$ cat src/rtl/mr_idecode.sv
// mr_idecode: RV32I instruction-decode stage.
// Decodes a fetched instruction into register indices, a sign-extended
// immediate and an operation class, then holds the result in a valid/ready
// pipeline register for execute. A writeback redirect (flush) discards every
// held and incoming instruction.
// Build option: define MR_IDECODE_SKID_EN for a two-entry skid buffer with a
// registered id_ready. Without it, a single output register is used and
// id_ready is combinational.
module mr_idecode #(
  parameter int XLEN    = 32,
  parameter int IMAXLEN = 32
) (
  input  logic               clk,
  input  logic               rst_n,
  input  logic [IMAXLEN-1:0] inst,
  input  logic [XLEN-1:0]    inst_pc,
  input  logic               inst_valid,
  output logic               id_ready,
  input  logic               flush,
  output logic               ex_valid,
  input  logic               ex_ready,
  output logic [XLEN-1:0]    ex_pc,
  output logic [4:0]         ex_rd,
  output logic [4:0]         ex_rs1,
  output logic [4:0]         ex_rs2,
  output logic [XLEN-1:0]    ex_imm,
  output logic [3:0]         ex_op,
  output logic [2:0]         ex_funct3,
  output logic               ex_alt
);

  // Operation classes
  localparam logic [3:0] OPC_OP     = 4'd0;
  localparam logic [3:0] OPC_OPIMM  = 4'd1;
  localparam logic [3:0] OPC_LUI    = 4'd2;
  localparam logic [3:0] OPC_AUIPC  = 4'd3;
  localparam logic [3:0] OPC_JAL    = 4'd4;
  localparam logic [3:0] OPC_JALR   = 4'd5;
  localparam logic [3:0] OPC_BRANCH = 4'd6;
  localparam logic [3:0] OPC_LOAD   = 4'd7;
  localparam logic [3:0] OPC_STORE  = 4'd8;
  localparam logic [3:0] OPC_FENCE  = 4'd9;
  localparam logic [3:0] OPC_SYSTEM = 4'd10;
  localparam logic [3:0] OPC_ILL    = 4'd15;

  // One decoded pipeline entry
  typedef struct packed {
    logic [XLEN-1:0] pc;
    logic [4:0]      rd;
    logic [4:0]      rs1;
    logic [4:0]      rs2;
    logic [XLEN-1:0] imm;
    logic [3:0]      op;
    logic [2:0]      funct3;
    logic            alt;
  } dec_t;

  // Raw instruction fields
  logic [6:0]      w_opcode;
  logic [2:0]      w_f3;
  logic [6:0]      w_f7;
  logic [4:0]      w_rd_f;
  logic [4:0]      w_rs1_f;
  logic [4:0]      w_rs2_f;
  logic [XLEN-1:0] w_imm_i;
  logic [XLEN-1:0] w_imm_s;
  logic [XLEN-1:0] w_imm_b;
  logic [XLEN-1:0] w_imm_u;
  logic [XLEN-1:0] w_imm_j;

  assign w_opcode = inst[6:0];
  assign w_f3     = inst[14:12];
  assign w_f7     = inst[31:25];
  assign w_rd_f   = inst[11:7];
  assign w_rs1_f  = inst[19:15];
  assign w_rs2_f  = inst[24:20];

  // Standard RISC-V immediate formats, sign-extended to XLEN
  assign w_imm_i = {{(XLEN-12){inst[31]}}, inst[31:20]};
  assign w_imm_s = {{(XLEN-12){inst[31]}}, inst[31:25], inst[11:7]};
  assign w_imm_b = {{(XLEN-12){inst[31]}}, inst[7], inst[30:25], inst[11:8], 1'b0};
  assign w_imm_u = {{(XLEN-31){inst[31]}}, inst[30:12], 12'h000};
  assign w_imm_j = {{(XLEN-20){inst[31]}}, inst[19:12], inst[20], inst[30:21], 1'b0};

  dec_t w_dec;

  // Combinational decode of the offered instruction; illegal encodings keep
  // only pc and funct3, every other field is zero
  always_comb begin
    w_dec        = '0;
    w_dec.pc     = inst_pc;
    w_dec.funct3 = w_f3;
    w_dec.op     = OPC_ILL;
    case (w_opcode)
      7'b0110011: begin
        if ((w_f7 == 7'h00) ||
            ((w_f7 == 7'h20) && ((w_f3 == 3'b000) || (w_f3 == 3'b101)))) begin
          w_dec.op  = OPC_OP;
          w_dec.rd  = w_rd_f;
          w_dec.rs1 = w_rs1_f;
          w_dec.rs2 = w_rs2_f;
          w_dec.alt = inst[30];
        end else begin
          w_dec.op  = OPC_ILL;
        end
      end
      7'b0010011: begin
        if ((w_f3 == 3'b001) && (w_f7 != 7'h00)) begin
          w_dec.op  = OPC_ILL;
        end else if ((w_f3 == 3'b101) && (w_f7 != 7'h00) && (w_f7 != 7'h20)) begin
          w_dec.op  = OPC_ILL;
        end else begin
          w_dec.op  = OPC_OPIMM;
          w_dec.rd  = w_rd_f;
          w_dec.rs1 = w_rs1_f;
          w_dec.imm = w_imm_i;
          w_dec.alt = (w_f3 == 3'b101) ? inst[30] : 1'b0;
        end
      end
      7'b0110111: begin
        w_dec.op  = OPC_LUI;
        w_dec.rd  = w_rd_f;
        w_dec.imm = w_imm_u;
      end
      7'b0010111: begin
        w_dec.op  = OPC_AUIPC;
        w_dec.rd  = w_rd_f;
        w_dec.imm = w_imm_u;
      end
      7'b1101111: begin
        w_dec.op  = OPC_JAL;
        w_dec.rd  = w_rd_f;
        w_dec.imm = w_imm_j;
      end
      7'b1100111: begin
        if (w_f3 == 3'b000) begin
          w_dec.op  = OPC_JALR;
          w_dec.rd  = w_rd_f;
          w_dec.rs1 = w_rs1_f;
          w_dec.imm = w_imm_i;
        end else begin
          w_dec.op  = OPC_ILL;
        end
      end
      7'b1100011: begin
        w_dec.op  = OPC_BRANCH;
        w_dec.rs1 = w_rs1_f;
        w_dec.rs2 = w_rs2_f;
        w_dec.imm = w_imm_b;
      end
      7'b0000011: begin
        w_dec.op  = OPC_LOAD;
        w_dec.rd  = w_rd_f;
        w_dec.rs1 = w_rs1_f;
        w_dec.imm = w_imm_i;
      end
      7'b0100011: begin
        w_dec.op  = OPC_STORE;
        w_dec.rs1 = w_rs1_f;
        w_dec.rs2 = w_rs2_f;
        w_dec.imm = w_imm_s;
      end
      7'b0001111: begin
        w_dec.op  = OPC_FENCE;
        w_dec.rd  = w_rd_f;
        w_dec.rs1 = w_rs1_f;
      end
      7'b1110011: begin
        w_dec.op  = OPC_SYSTEM;
        w_dec.rd  = w_rd_f;
        w_dec.rs1 = w_rs1_f;
        w_dec.imm = w_imm_i;
      end
      default: begin
        w_dec.op  = OPC_ILL;
      end
    endcase
  end

  dec_t r_out;
  logic r_ex_valid;
  logic w_accept;
  logic w_out_free;

  assign w_accept   = inst_valid & id_ready;
  assign w_out_free = ~r_ex_valid | ex_ready;

`ifdef MR_IDECODE_SKID_EN
  dec_t r_sk;
  logic r_sk_valid;
  logic r_id_ready;

  // id_ready comes straight from a flop (skid empty); flush only gates it
  assign id_ready = r_id_ready & ~flush;

  // Output + skid registers: a stalled accept parks in skid, skid refills
  // the output on the next drain, flush empties both
  always_ff @(posedge clk or negedge rst_n) begin
    if (!rst_n) begin
      r_out      <= '0;
      r_ex_valid <= 1'b0;
      r_sk       <= '0;
      r_sk_valid <= 1'b0;
      r_id_ready <= 1'b1;
    end else if (flush) begin
      r_ex_valid <= 1'b0;
      r_sk_valid <= 1'b0;
      r_id_ready <= 1'b1;
    end else if (w_out_free) begin
      if (r_sk_valid) begin
        r_out      <= r_sk;
        r_ex_valid <= 1'b1;
        r_sk_valid <= 1'b0;
        r_id_ready <= 1'b1;
      end else if (w_accept) begin
        r_out      <= w_dec;
        r_ex_valid <= 1'b1;
      end else begin
        r_ex_valid <= 1'b0;
      end
    end else if (w_accept) begin
      r_sk       <= w_dec;
      r_sk_valid <= 1'b1;
      r_id_ready <= 1'b0;
    end else begin
      r_sk_valid <= r_sk_valid;
    end
  end
`else
  // Accept whenever the output register is empty or draining this cycle
  assign id_ready = ~flush & w_out_free;

  // Single output register: load on accept (replacing a draining entry with
  // no bubble), clear valid on a drain without refill, flush drops all
  always_ff @(posedge clk or negedge rst_n) begin
    if (!rst_n) begin
      r_out      <= '0;
      r_ex_valid <= 1'b0;
    end else if (flush) begin
      r_ex_valid <= 1'b0;
    end else if (w_accept) begin
      r_out      <= w_dec;
      r_ex_valid <= 1'b1;
    end else if (r_ex_valid & ex_ready) begin
      r_ex_valid <= 1'b0;
    end else begin
      r_ex_valid <= r_ex_valid;
    end
  end
`endif

  assign ex_valid  = r_ex_valid;
  assign ex_pc     = r_out.pc;
  assign ex_rd     = r_out.rd;
  assign ex_rs1    = r_out.rs1;
  assign ex_rs2    = r_out.rs2;
  assign ex_imm    = r_out.imm;
  assign ex_op     = r_out.op;
  assign ex_funct3 = r_out.funct3;
  assign ex_alt    = r_out.alt;

endmodule

$ cat config.mk
export PLATFORM = sky130hd
export DESIGN_NAME = mr_idecode
export DESIGN_NICKNAME = d
export VERILOG_FILES = /design/src/rtl/mr_idecode.sv
export SDC_FILE = /design/constraint.sdc
export NUM_CORES = 1
export LEC_CHECK = 0
export ABC_AREA = 1
export CAP_MARGIN = 20
export CORE_UTILIZATION = 24
export DETAILED_ROUTE_END_ITERATION = 16
export PLACE_DENSITY = 0.56
export SLEW_MARGIN = 20
export SYNTH_ARGS = -nofsm -noshare
export SYNTH_HDL_FRONTEND = slang
export SYNTH_SLANG_ARGS = --single-unit
$ cat constraint.sdc
create_clock -name clk -period 2.1 [get_ports clk]
set_clock_uncertainty 0.15 [all_clocks]
set_input_delay 0.42 -clock clk [delete_from_list [all_inputs] [get_ports clk]]
set_output_delay 0.42 -clock clk [all_outputs]
set_load 0.01 [all_outputs]
### Word-level counts from Yosys, hierarchy flattened

Index checks and enable logic that the tools add are counted.
Widths: inputs -> output; s select.

* add/sub/neg operators: 0
* $mul: 0
* div/mod/pow operators: 0
* magnitude comparators: 0
* eq/ne operators: 15
* shift operators: 0
* muxes and demuxes: 24
* bitwise operators: 6
* reductions and logical operators: 16

Operators by type and width (number)
* $pmux 32 s7: 1
* $mux 32: 3
* $pmux 4 s11: 1
* $pmux 5 s4: 2
* $mux 10: 3
* $eq 7x6->1 const B: 4
* $eq 7x7->1 const B: 4
* $mux 4: 4
* $mux 15: 1
* $eq 7x5->1 const B: 2
* $pmux 5 s2: 1
* $eq 7x2->1 const B: 1
* $eq 7x4->1 const B: 1
* $logic_not 7->1: 1
* $mux 1: 7
* $ne 7x6->1 const B: 1
* $reduce_bool 7->1: 1
* $reduce_or 2->1: 3
* $reduce_or 6->1: 1
* $reduce_or 5->1: 1
* $logic_and 1x1->1: 4
* $and 1x1->1: 3
* $eq 3x1->1 const B: 1
* $eq 3x3->1 const B: 1
* other kinds (7): 9

* register bits after elaboration: 88
* bits in latches: 0
* memory bits (writable): 0
* bits in read-only memories: 0
* input port bits: 69
* output and inout bits: 89
* word-level logic and storage cells: 70
* memories kept: 0

### Longest topological paths before layout

* word-level depth: 6
* gate-level depth with buffers: 12
* mapped depth without buffers: 11

### Worst setup path before layout

OpenSTA, ideal clock, no wires.

* kind: register to register
* start point: reg r_ex_valid, in the netlist ex_valid
* end point: reg r_out (netlist bit ex_rs1[3])
* setup time: 0.083 ns
* arrival: 1.422 ns
* data required time: 1.867 ns
* slack: 0.445 ns
* cell stages (with the launch flop): 9
* path buffers: 1
* clock period less this slack: 1.655 ns
* cell sequence: dfrtp_1 inv_1 nor2_1 nor2_1 nand2_1 inv_1 buf_1 nand2_1 o21ai_0

* word-level cells in the longest chain between the ends: 5

RTL lines
* start: declaration: RTL line 181 `logic r_ex_valid;`
* start signal: assignment: RTL line 247 `r_ex_valid <= r_ex_valid;`
* $not 1->1: RTL line 186 `assign w_out_free = ~r_ex_valid | ex_ready;`
* $or 1x1->1: RTL line 186
* $and 1x1->1: RTL line 231 `assign id_ready = ~flush & w_out_free;`
* net id_ready: RTL line 18 `output logic id_ready,`
* $and 1x1->1: RTL line 185 `assign w_accept = inst_valid & id_ready;`
* $reduce_and 2->1 (no line)
* end signal: assignment: RTL line 242 `r_out <= w_dec;`
* end: declaration: RTL line 180 `dec_t r_out;`

The timed path passes the listed nets, and every way through them passes these cells.
A chain may end at the register's enable or synchronous reset.

### Worst setup path in the final report

* start point: in inst[29]
* end point: reg r_out (netlist bit ex_imm[11])

* word-level cells in the longest chain between the ends: 6
* elaborated cells between the ends (all ways): 8
* classes of those cells: eq/ne: 1; mux: 3; reduce/logical: 4

RTL lines
* start: declaration: RTL line 15 `input logic [IMAXLEN-1:0] inst,`
* $reduce_bool 7->1: RTL line 108, 110
* $logic_and 1x1->1 (2 in a row): RTL line 110 `end else if ((w_f3 == 3'b101) && (w_f7 != 7'h00) && (w_f7 != 7'h20)) begin`
* $mux 32: RTL line 110
* $mux 32 *: RTL line 108 `if ((w_f3 == 3'b001) && (w_f7 != 7'h00)) begin`
* $pmux 32 s7 *: RTL line 94 `case (w_opcode)`

Mark *: on every way between the ends. The rest lies on a longest branch, timed or not.

==> metrics.cfg <==
[placed_design]
gp_congestion = 0.866
portBuffers = 157
dp_worst_setup_slack_ns = -0.311
dp_hpwl_mm = 11.7
place_area_um2 = 7180

[drt]
vias = 4952
drt_iter0_drc = 316
viasPerCell = 4.25
drc_errors = 0
dr.pass1.iters = 5
ant_nets = 0
wl_per_cell_um = 13.6
wl_mm = 15.8

[power]
irDropWorstVdd_uv = 363
finalPower_mw = 4.51
power_density_nw_per_um2 = 601
leakage_nw = 3.89

[layout]
multi_input_area_um2 = 2220
final_cell_mix = nand2_1 (345), clkdlybuf4s50_1 (154), dfrtp_1 (88)
fill_cells = 2065
fin_area_um2 = 7510
nets = 963
fin_util = 0.387
drive_above_1_share = 0.138
synthToLayoutAreaGrowth_pct = 58.5
ff_latch_area_um2 = 2200
layout_commonest_cell = nand2_1
antenna_cells_inserted = 0

[min_path]
hold_class = reg -> reg

[sta]
fmax_ghz = 0.496
worst_pin_slew_ns = 0.326
final_hold_viol_count = 0
finalCritPeriodShare = 0.960
drv_slew = 0
rsz0062_at_grt = no
maxSlewHeadroom = 0.783
finalSetupViolations = 0
finalCriticalPeriod_ns = 2.02
final.setup.worst_slack_ns = 0.0838
hold_ws_ns = 0.326

[status]
status = finished clean

[synthesis]
ys_seq_area_frac = 0.465
synthCells = 683
synth.distinct_cells = 27
synth_seq_cells = 88
avgSynthCellArea_um2 = 6.94
syn_nets = 752
yosys_warnings = 0
syn_area_um2 = 4740

[grt]
grt_max_degree = 59
grt_pass1_vias = 4592
globalRouteOverflowTotal = 0
grt_use_total = 0.161
grt_pass1_wl_mm = 25.1
antenna_found_initial = 0

[cts]
htreeDepth = 3
clock_latency_ns = 0.34
numCtsBuffers = 9
post-cts-setup-buffers = 0
tritoncts = done
clkTransAtPathRegs_ns = 0.07
cts-root-buf = clkbuf_16
clockBufferDepth = 2
cts_num_sinks = 88

[floorplan]
initial_utilization = 0.244
die_x_um = 143
die_area_um2 = 20300
core_um2 = 19400
fp.dieH_um = 143
row_count = 51
ios = 158

[worst_setup_path]
r2r_end = ex_op[2]$_DFFE_PN0P_
crit_path_start_kind = input port
crit_fanout = 21
cp-endpoint = ex_imm[11]$_DFFE_PN0P_
crit_type = in -> reg
setup.worst_path.end_class = flop
ff2ff_path_depth = 10
r2r_start = ex_valid$_DFFE_PN0P_
crit_start = inst[29]
worst-r2r-setup-slack_ns = 0.43
worst_ep_arrival_time_ns = 2.15
worstPathRequired_ns = 2.24

[run]
drv_cap = 0

## repair_timing
action,4_1_cts,5_1_grt
cloned,0,0
gates resized for setup,1,8
hold buffers,1,0
endpoints found under the hold margin,16,0
pin swaps,0,2
endpoints found under the setup margin,1,20
## worst max-delay path, stage by stage
cell             delay, ns
clkdlybuf4s50_1       0.54
inv_2                 0.16
nand3_1               0.10
nor2_1                0.17
nand2_1               0.09
nand2_1               0.10
nand3_1               0.12
buf_12                0.19
nand3b_1              0.14
nand2_1               0.06
nand2_1               0.06
## power by group
group | internal, mW | switching, mW
clock | 0.964 | 0.712
combinational | 0.500 | 0.431
sequential | 1.83 | 0.0742
total | 3.29 | 1.22
## Yosys cell counts
library cell,n,area (µm²)
o2111ai_1,1,8.76
buf_6,1,11.3
dfrtp_1,88,2200
inv_4,1,6.26
o21ai_1,10,50.1
nor2_1,45,169
o21ai_0,18,90.1
nor2_2,2,12.5
nor3_1,3,15.0
o22ai_1,1,6.26
a21oi_1,3,15.0
buf_2,17,85.1
or2_2,4,25.0
nor2_4,2,22.5
buf_4,3,22.5
nand4_1,14,87.6
nand2_2,6,37.5
nand2_1,348,1310
nand3b_1,1,7.51
buf_1,5,18.8
nand3_1,46,230
inv_1,45,169
inv_2,2,7.51
nand3_2,10,100
nor3_2,1,10.0
clkinv_1,1,3.75
clkbuf_1,5,18.8
## registers in the layout, summed over array words and instances, names as in the netlist
signal,cells
ex_imm,32
ex_pc,32
ex_rd,5
ex_rs1,5
ex_rs2,5
ex_op,4
ex_funct3,3
ex_alt,1
ex_valid,1
## cell type report
class	count	area share
inverters	49	0.0248
repair buffers	231	0.302
clock buffers	11	0.0323
flip-flops and latches	88	0.293
well taps	265	0.0442
multi-input cells	515	0.295
clock inverters	5	0.00850
## per-layer routing
| metal | part of all wire | GRT usage |
|---|---|---|
| met4 | 0.0073 | 0.0379 |
| met3 | 0.063 | 0.0360 |
| met5 | 0 | 0 |
| met2 | 0.45 | 0.248 |
| met1 | 0.48 | 0.226 |
## stage by stage
step	setup TNS (ns)	instances
detailed placement	-11.88	1147
finish	0	1164
CTS	0	1164
global placement	-10.42	1147
floorplan	0	683
global route	0	1164
## how the worst min path moves through the flow
| stage | start | end | slack [ns] | depth (start not counted) |
|---|---|---|---|---|
| finish | ex_pc[26]$_DFFE_PN0P_ | ex_pc[26]$_DFFE_PN0P_ | 0.33 | 2 |
| global placement | rst_n | ex_pc[22]$_DFFE_PN0P_ | 0.16 | 1 |
| detailed placement | rst_n | ex_pc[22]$_DFFE_PN0P_ | 0.16 | 1 |
| CTS | rst_n | ex_pc[18]$_DFFE_PN0P_ | 0.33 | 2 |
| floorplan | rst_n | ex_alt$_DFFE_PN0P_ | -0.03 | 0 |
| global route | ex_pc[9]$_DFFE_PN0P_ | ex_pc[9]$_DFFE_PN0P_ | 0.34 | 2 |
## cell families (layout without fill, tap and decap cells)
kind of cell | Yosys count | count (layout) | share of synthesized area
AOI/OAI and AO/OA | 33 | 33 | 0.0359
buffers and inverters | 80 | 296 | 0.0724
DFF | 88 | 88 | 0.465
and+or+nand+nor | 482 | 482 | 0.427
Power figures use the tool's default switching activity.
